$ cat config.mk
export PLATFORM = sky130hd
export DESIGN_NAME = skinny_sbox8_dom1_pipelined_array
export DESIGN_NICKNAME = d
export VERILOG_FILES = /design/src/rtl/skinny_masked_pkg.sv /design/src/rtl/dom1_nor_xor_gate.sv /design/src/rtl/skinny_sbox8_dom1_pipelined_array.sv
export SDC_FILE = /design/constraint.sdc
export NUM_CORES = 2
export LEC_CHECK = 0
export ABC_AREA = 1
export CORE_ASPECT_RATIO = 0.5
export CORE_MARGIN = 2
export CORE_UTILIZATION = 64
export CTS_CLUSTER_SIZE = 16
export DETAILED_ROUTE_END_ITERATION = 8
export PLACE_DENSITY = 0.85
export SLEW_MARGIN = 20
export SYNTH_ARGS = -nofsm -noshare
export SYNTH_HDL_FRONTEND = slang
export SYNTH_SLANG_ARGS = --single-unit
export TNS_END_PERCENT = 20
$ cat constraint.sdc
create_clock -name clk -period 3.3 [get_ports clk]
set_input_delay 0.495 -clock clk [delete_from_list [all_inputs] [get_ports clk]]
set_output_delay 0.495 -clock clk [all_outputs]
set_load 0.01 [all_outputs]
$ cat src/rtl/skinny_masked_pkg.sv
// Shared constants and types for the first-order DOM-masked SKINNY S-box datapath.
// A share2_t carries one masked bit: [0] is share 0, [1] is share 1.
package skinny_masked_pkg;

    localparam int SBOX8_LAT      = 8;
    localparam int GATE_LAT       = 2;
    localparam int GATES_PER_SBOX = 8;

    // Output bit b of an S-box is taken from aligned gate node OUT_SRC[b]
    localparam int OUT_SRC [8] = '{7, 5, 2, 4, 6, 1, 0, 3};

    typedef logic [1:0] share2_t;

endpackage

$ cat src/rtl/dom1_nor_xor_gate.sv
// Two-share DOM gate computing NOR(x,y)^z with a 2-cycle registered pipeline.
// Cross-share AND terms are refreshed with r and registered before recombination.
module dom1_nor_xor_gate (
    input  logic       clk,
    input  logic       rst,
    input  logic       en,
    input  logic [1:0] x,
    input  logic [1:0] y,
    input  logic [1:0] z,
    input  logic       r,
    output logic [1:0] f
);

    (* keep = "true" *) logic g0_q, g1_q, t0_q, t1_q, f0_q, f1_q;
    logic g0_d, g1_d, t0_d, t1_d, f0_d, f1_d;

    always_comb begin
        g0_d = g0_q;
        g1_d = g1_q;
        t0_d = t0_q;
        t1_d = t1_q;
        f0_d = f0_q;
        f1_d = f1_q;
        if (en) begin
            g0_d = (x[0] & y[0]) ^ z[0];
            g1_d = (~x[1] & ~y[1]) ^ z[1];
            t0_d = (~y[1] & x[0]) ^ r;
            t1_d = (~x[1] & y[0]) ^ r;
            f0_d = t0_q ^ g0_q;
            f1_d = t1_q ^ g1_q;
        end
    end

    always_ff @(posedge clk) begin
        if (rst) begin
            g0_q <= 1'b0;
            g1_q <= 1'b0;
            t0_q <= 1'b0;
            t1_q <= 1'b0;
            f0_q <= 1'b0;
            f1_q <= 1'b0;
        end else begin
            g0_q <= g0_d;
            g1_q <= g1_d;
            t0_q <= t0_d;
            t1_q <= t1_d;
            f0_q <= f0_d;
            f1_q <= f1_d;
        end
    end

    assign f = {f1_q, f0_q};

endmodule

$ cat src/rtl/skinny_sbox8_dom1_pipelined_array.sv
// NSBOX parallel two-share SKINNY 8-bit S-boxes, 8-cycle pipeline with valid/ready.
// Every register advances only when the output slot is free or being consumed.
module skinny_sbox8_dom1_pipelined_array
    import skinny_masked_pkg::*;
#(
    parameter  int NSBOX = 16,
    localparam int W     = 8 * NSBOX
) (
    input  logic         clk,
    input  logic         rst,
    input  logic [W-1:0] si0,
    input  logic [W-1:0] si1,
    input  logic [W-1:0] r,
    input  logic         in_valid,
    output logic         in_ready,
    output logic [W-1:0] bo0,
    output logic [W-1:0] bo1,
    output logic         out_valid,
    input  logic         out_ready
);

    // Balancing delay chains, laid end to end in one shift vector per S-box
    localparam int CH_B5 = 0, CH_B3 = 1, CH_B1 = 2, CH_B7 = 3, CH_B2 = 4, CH_A0 = 5;
    localparam int CH_A1 = 6, CH_A2 = 7, CH_A3 = 8, CH_A4 = 9, CH_A5 = 10, CH_A6 = 11;
    localparam int NCH = 12;
    localparam int CH_DEPTH [NCH] = '{GATE_LAT, 2*GATE_LAT, GATE_LAT, 2*GATE_LAT,
                                      3*GATE_LAT, 3*GATE_LAT, 3*GATE_LAT, 3*GATE_LAT,
                                      2*GATE_LAT, 2*GATE_LAT, GATE_LAT, GATE_LAT};

    function automatic int ch_base(input int ch);
        int s;
        s = 0;
        for (int c = 0; c < ch; c++) s += CH_DEPTH[c];
        return s;
    endfunction

    function automatic int tap(input int ch, input int depth);
        return ch_base(ch) + depth - 1;
    endfunction

    localparam int NSR   = ch_base(NCH);
    localparam int B5_D2 = tap(CH_B5, GATE_LAT);
    localparam int B3_D2 = tap(CH_B3, GATE_LAT);
    localparam int B3_D4 = tap(CH_B3, 2*GATE_LAT);
    localparam int B1_D2 = tap(CH_B1, GATE_LAT);
    localparam int B7_D4 = tap(CH_B7, 2*GATE_LAT);
    localparam int B2_D6 = tap(CH_B2, 3*GATE_LAT);
    localparam int A0_D2 = tap(CH_A0, GATE_LAT);
    localparam int A0_D6 = tap(CH_A0, 3*GATE_LAT);
    localparam int A1_D6 = tap(CH_A1, 3*GATE_LAT);
    localparam int A2_D2 = tap(CH_A2, GATE_LAT);
    localparam int A2_D6 = tap(CH_A2, 3*GATE_LAT);
    localparam int A3_D4 = tap(CH_A3, 2*GATE_LAT);
    localparam int A4_D2 = tap(CH_A4, GATE_LAT);
    localparam int A4_D4 = tap(CH_A4, 2*GATE_LAT);
    localparam int A5_D2 = tap(CH_A5, GATE_LAT);
    localparam int A6_D2 = tap(CH_A6, GATE_LAT);

    logic adv;
    (* keep = "true" *) logic [SBOX8_LAT-1:0] vld_q;
    logic [SBOX8_LAT-1:0] vld_d;

    assign out_valid = vld_q[SBOX8_LAT-1];
    assign adv       = ~out_valid | out_ready;
    assign in_ready  = adv;

    always_comb begin
        vld_d = vld_q;
        if (adv) vld_d = {vld_q[SBOX8_LAT-2:0], in_valid};
    end

    always_ff @(posedge clk) begin
        if (rst) vld_q <= '0;
        else     vld_q <= vld_d;
    end

    for (genvar gi = 0; gi < NSBOX; gi++) begin : g_sbox
        share2_t [7:0]                b;
        share2_t [GATES_PER_SBOX-1:0] a, gx, gy, gz;
        share2_t [7:0]                o;
        share2_t [NCH-1:0]            sr_src;
        share2_t [NSR-1:0]            sr_in;
        (* keep = "true" *) share2_t [NSR-1:0] sr_q;
        share2_t [NSR-1:0]            sr_d;

        for (genvar bi = 0; bi < 8; bi++) begin : g_bit
            assign b[bi]          = {si1[8*gi+bi], si0[8*gi+bi]};
            assign bo0[8*gi+bi]   = o[OUT_SRC[bi]][0];
            assign bo1[8*gi+bi]   = o[OUT_SRC[bi]][1];
        end

        assign sr_src = {a[6], a[5], a[4], a[3], a[2], a[1], a[0],
                         b[2], b[7], b[1], b[3], b[5]};

        for (genvar gc = 0; gc < NCH; gc++) begin : g_ch
            assign sr_in[ch_base(gc)] = sr_src[gc];
            for (genvar gj = 1; gj < CH_DEPTH[gc]; gj++) begin : g_stage
                assign sr_in[ch_base(gc)+gj] = sr_q[ch_base(gc)+gj-1];
            end
        end

        always_comb begin
            sr_d = sr_q;
            if (adv) sr_d = sr_in;
        end

        always_ff @(posedge clk) begin
            if (rst) sr_q <= '0;
            else     sr_q <= sr_d;
        end

        // Gate k operands, each aligned to the cycle its level starts
        assign gx = {sr_q[A4_D2], a[3],        sr_q[A2_D2], a[1],
                     a[0],        b[2],        b[3],        b[7]};
        assign gy = {a[5],        sr_q[A0_D2], a[3],        sr_q[B3_D2],
                     a[1],        b[1],        b[2],        b[6]};
        assign gz = {sr_q[B2_D6], sr_q[B3_D4], sr_q[B7_D4], sr_q[B1_D2],
                     sr_q[B5_D2], b[6],        b[0],        b[4]};

        assign o = {a[7], sr_q[A6_D2], sr_q[A5_D2], sr_q[A4_D4],
                    sr_q[A3_D4], sr_q[A2_D6], sr_q[A1_D6], sr_q[A0_D6]};

        for (genvar gk = 0; gk < GATES_PER_SBOX; gk++) begin : g_gate
            dom1_nor_xor_gate u_gate (
                .clk (clk),
                .rst (rst),
                .en  (adv),
                .x   (gx[gk]),
                .y   (gy[gk]),
                .z   (gz[gk]),
                .r   (r[8*gi+gk]),
                .f   (a[gk])
            );
        end
    end

endmodule

==> impl_metrics.json <==
{
  "finalSetupTns_ps": 0,
  "grt_pass1_vias": 80100,
  "r2r-start": "vld_q[7]",
  "cts_max_level": 4,
  "drive_gt1_share_pct": 3.56,
  "gp_congestion": 0.855,
  "die_w_um": 555,
  "timing.max_cap.violations": 0,
  "syn_area_mm2": 0.0970,
  "peakVddDrop_mv": 0.396,
  "fmax_ghz": 0.371,
  "drc_errors": 0,
  "clock_skew_ps": 29.2,
  "grt_usage_pct": 29.3,
  "drv_slew": 0,
  "coreArea_mm2": 0.150,
  "via_per_inst": 5.30,
  "dr.pass1.iters": 6,
  "cp-startpoint": "vld_q[7]",
  "ant_nets": 0,
  "end_kind": "output port",
  "wl_met3_um": 12600,
  "path_clk_slew_ps": 70,
  "multi_input_area_mm2": 0.0398,
  "fill_cells": 11600,
  "period_minus_slack_ps": 2700,
  "outcome": "finished clean",
  "avgSynthCellArea_um2": 6.79,
  "finalSetupViolCount": 0,
  "area_growth_pct": 12.7,
  "hold_violations": 0,
  "required_ps": 2800,
  "wire_per_inst_um": 14.4,
  "p_per_area_mw_per_mm2": 542,
  "grt_antenna_before_repair": 46,
  "worstReg2RegEnd": "bo1[89]",
  "grt_max_degree": 155,
  "routed_wl_um": 235000,
  "crit_path_end": "in_ready",
  "r2r_cells": 6,
  "synthesis.nets": 14700,
  "wl_met2_um": 113000,
  "syn_inst": 14300,
  "yosys_warnings": 0,
  "cts_resized": 0,
  "routed-via-count": 86900,
  "critical_path_class": "register to output port",
  "portBuffers": 645,
  "clockBufferDepth": 4,
  "clock-sinks": 2312,
  "finalPower_mw": 59.3,
  "dp_hpwl_um": 149000,
  "register_area_mm2": 0.0463,
  "holdCritPathClass": "input pin to register",
  "crit_fanout": 43,
  "dr.first_iter.drc_count": 7831,
  "hold_buffers": 0,
  "rrSetupSlack_ps": 1270,
  "hold_start": "si0[61]",
  "clk_latency_ps": 820,
  "tightest_slew_ps": 1180,
  "grt_pass1_wl_um": 386000,
  "slew_headroom_pct": 21.4,
  "cellLeakagePower_nw": 48.2,
  "ios": 646,
  "cts_tree": "yes",
  "row_count": 100,
  "arrival_ps": 2200,
  "rsz0062_at_grt": "false",
  "numCtsBuffers": 197,
  "die-area_mm2": 0.155,
  "post_cts_buffers": 0,
  "grt_overflow": 0,
  "start_util_pct": 64.8,
  "finalNetCount": 14600,
  "routed.top_layer": "met5",
  "m1WireLength_um": 99700,
  "root_buffer": "clkbuf_16",
  "startpoint_type": "register",
  "die_h_um": 279,
  "finalCritPeriodShare_pct": 81.7
}
==> final cells by class <==
type | count | area share (%)
Sequential cell | 2312 | 42.3
Multi-Input combinational cell | 9462 | 36.4
Timing Repair Buffer | 822 | 7.93
Clock buffer | 283 | 5.30
Inverter | 1425 | 4.91
Tap cell | 1989 | 2.28
Clock inverter | 65 | 0.758
Antenna cell | 39 | 0.0893
==> layout by cell type, fill, tap and decap left out, drive strengths merged <==
| master | instances |
|---|---|
| a21oi | 397 |
| buf | 178 |
| bufinv | 16 |
| clkbuf | 283 |
| clkdlybuf4s50 | 644 |
| clkinv | 36 |
| clkinvlp | 10 |
| dfxtp | 2312 |
| diode | 39 |
| inv | 1428 |
| nand2 | 2376 |
| nand3 | 768 |
| nand3b | 13 |
| nor2 | 3801 |
| o21ai | 2057 |
| o21bai | 19 |
| or2 | 14 |
| xor2 | 17 |
==> power breakdown <==
group / switching, mW / internal (mW)
Clock: 10.5 / 13.5
Combinational: 2.92 / 2.12
Sequential: 0.986 / 29.3
==> through the flow <==
stage | utilization [%] | std cells | setup WS [ps] | cell area [um^2] | hold slack [ps]
2_1_floorplan | - | 14300 | 1650 | 97000 | 441
3_5_place_dp | 68.6 | 16000 | 635 | 103000 | 459
5_1_grt | 73.1 | 16400 | 531 | 109000 | 234
4_1_cts | 73.0 | 16400 | 557 | 109000 | 209
6_report | 73.1 | 16400 | 605 | 109000 | 255
3_3_place_gp | 68.6 | 16000 | 636 | 103000 | 455
==> worst min-delay path by stage <==
stage                              end  cells after the start
global placement    g_sbox[1].sr_q[39]                      2
detailed placement  g_sbox[8].sr_q[54]                      2
global route         g_sbox[4].sr_q[0]                      3
floorplan                     vld_q[7]                      2
finish               g_sbox[7].sr_q[0]                      3
CTS                  g_sbox[7].sr_q[0]                      3
==> sequential cells by signal (all words and copies together) (netlist names) <==
signal / flops
g_sbox.sr_q: 1312
g_sbox.g_gate.u_gate.g1_q: 128
g_sbox.g_gate.u_gate.g0_q: 128
bo1: 112
g_sbox.g_gate.u_gate.t0_q: 128
g_sbox.g_gate.u_gate.f0_q: 128
vld_q: 8
g_sbox.g_gate.u_gate.f1_q: 128
bo0: 112
g_sbox.g_gate.u_gate.t1_q: 128
==> per-layer routing <==
| metal | up-vias | global-route usage (%) |
|---|---|---|
| met2 | 2244 | 49.9 |
| met4 | 14 | 13.4 |
| met1 | 40100 | 36.9 |
| met3 | 559 | 4.16 |
| met5 | - | 0 |
| li1 | 44000 | - |
==> critical path, stage by stage (launching register included) <==
cell,delay [ps]
dfxtp_4,420
nand2_8,340
clkdlybuf4s50_1,620
Power figures use the tool's default switching activity.
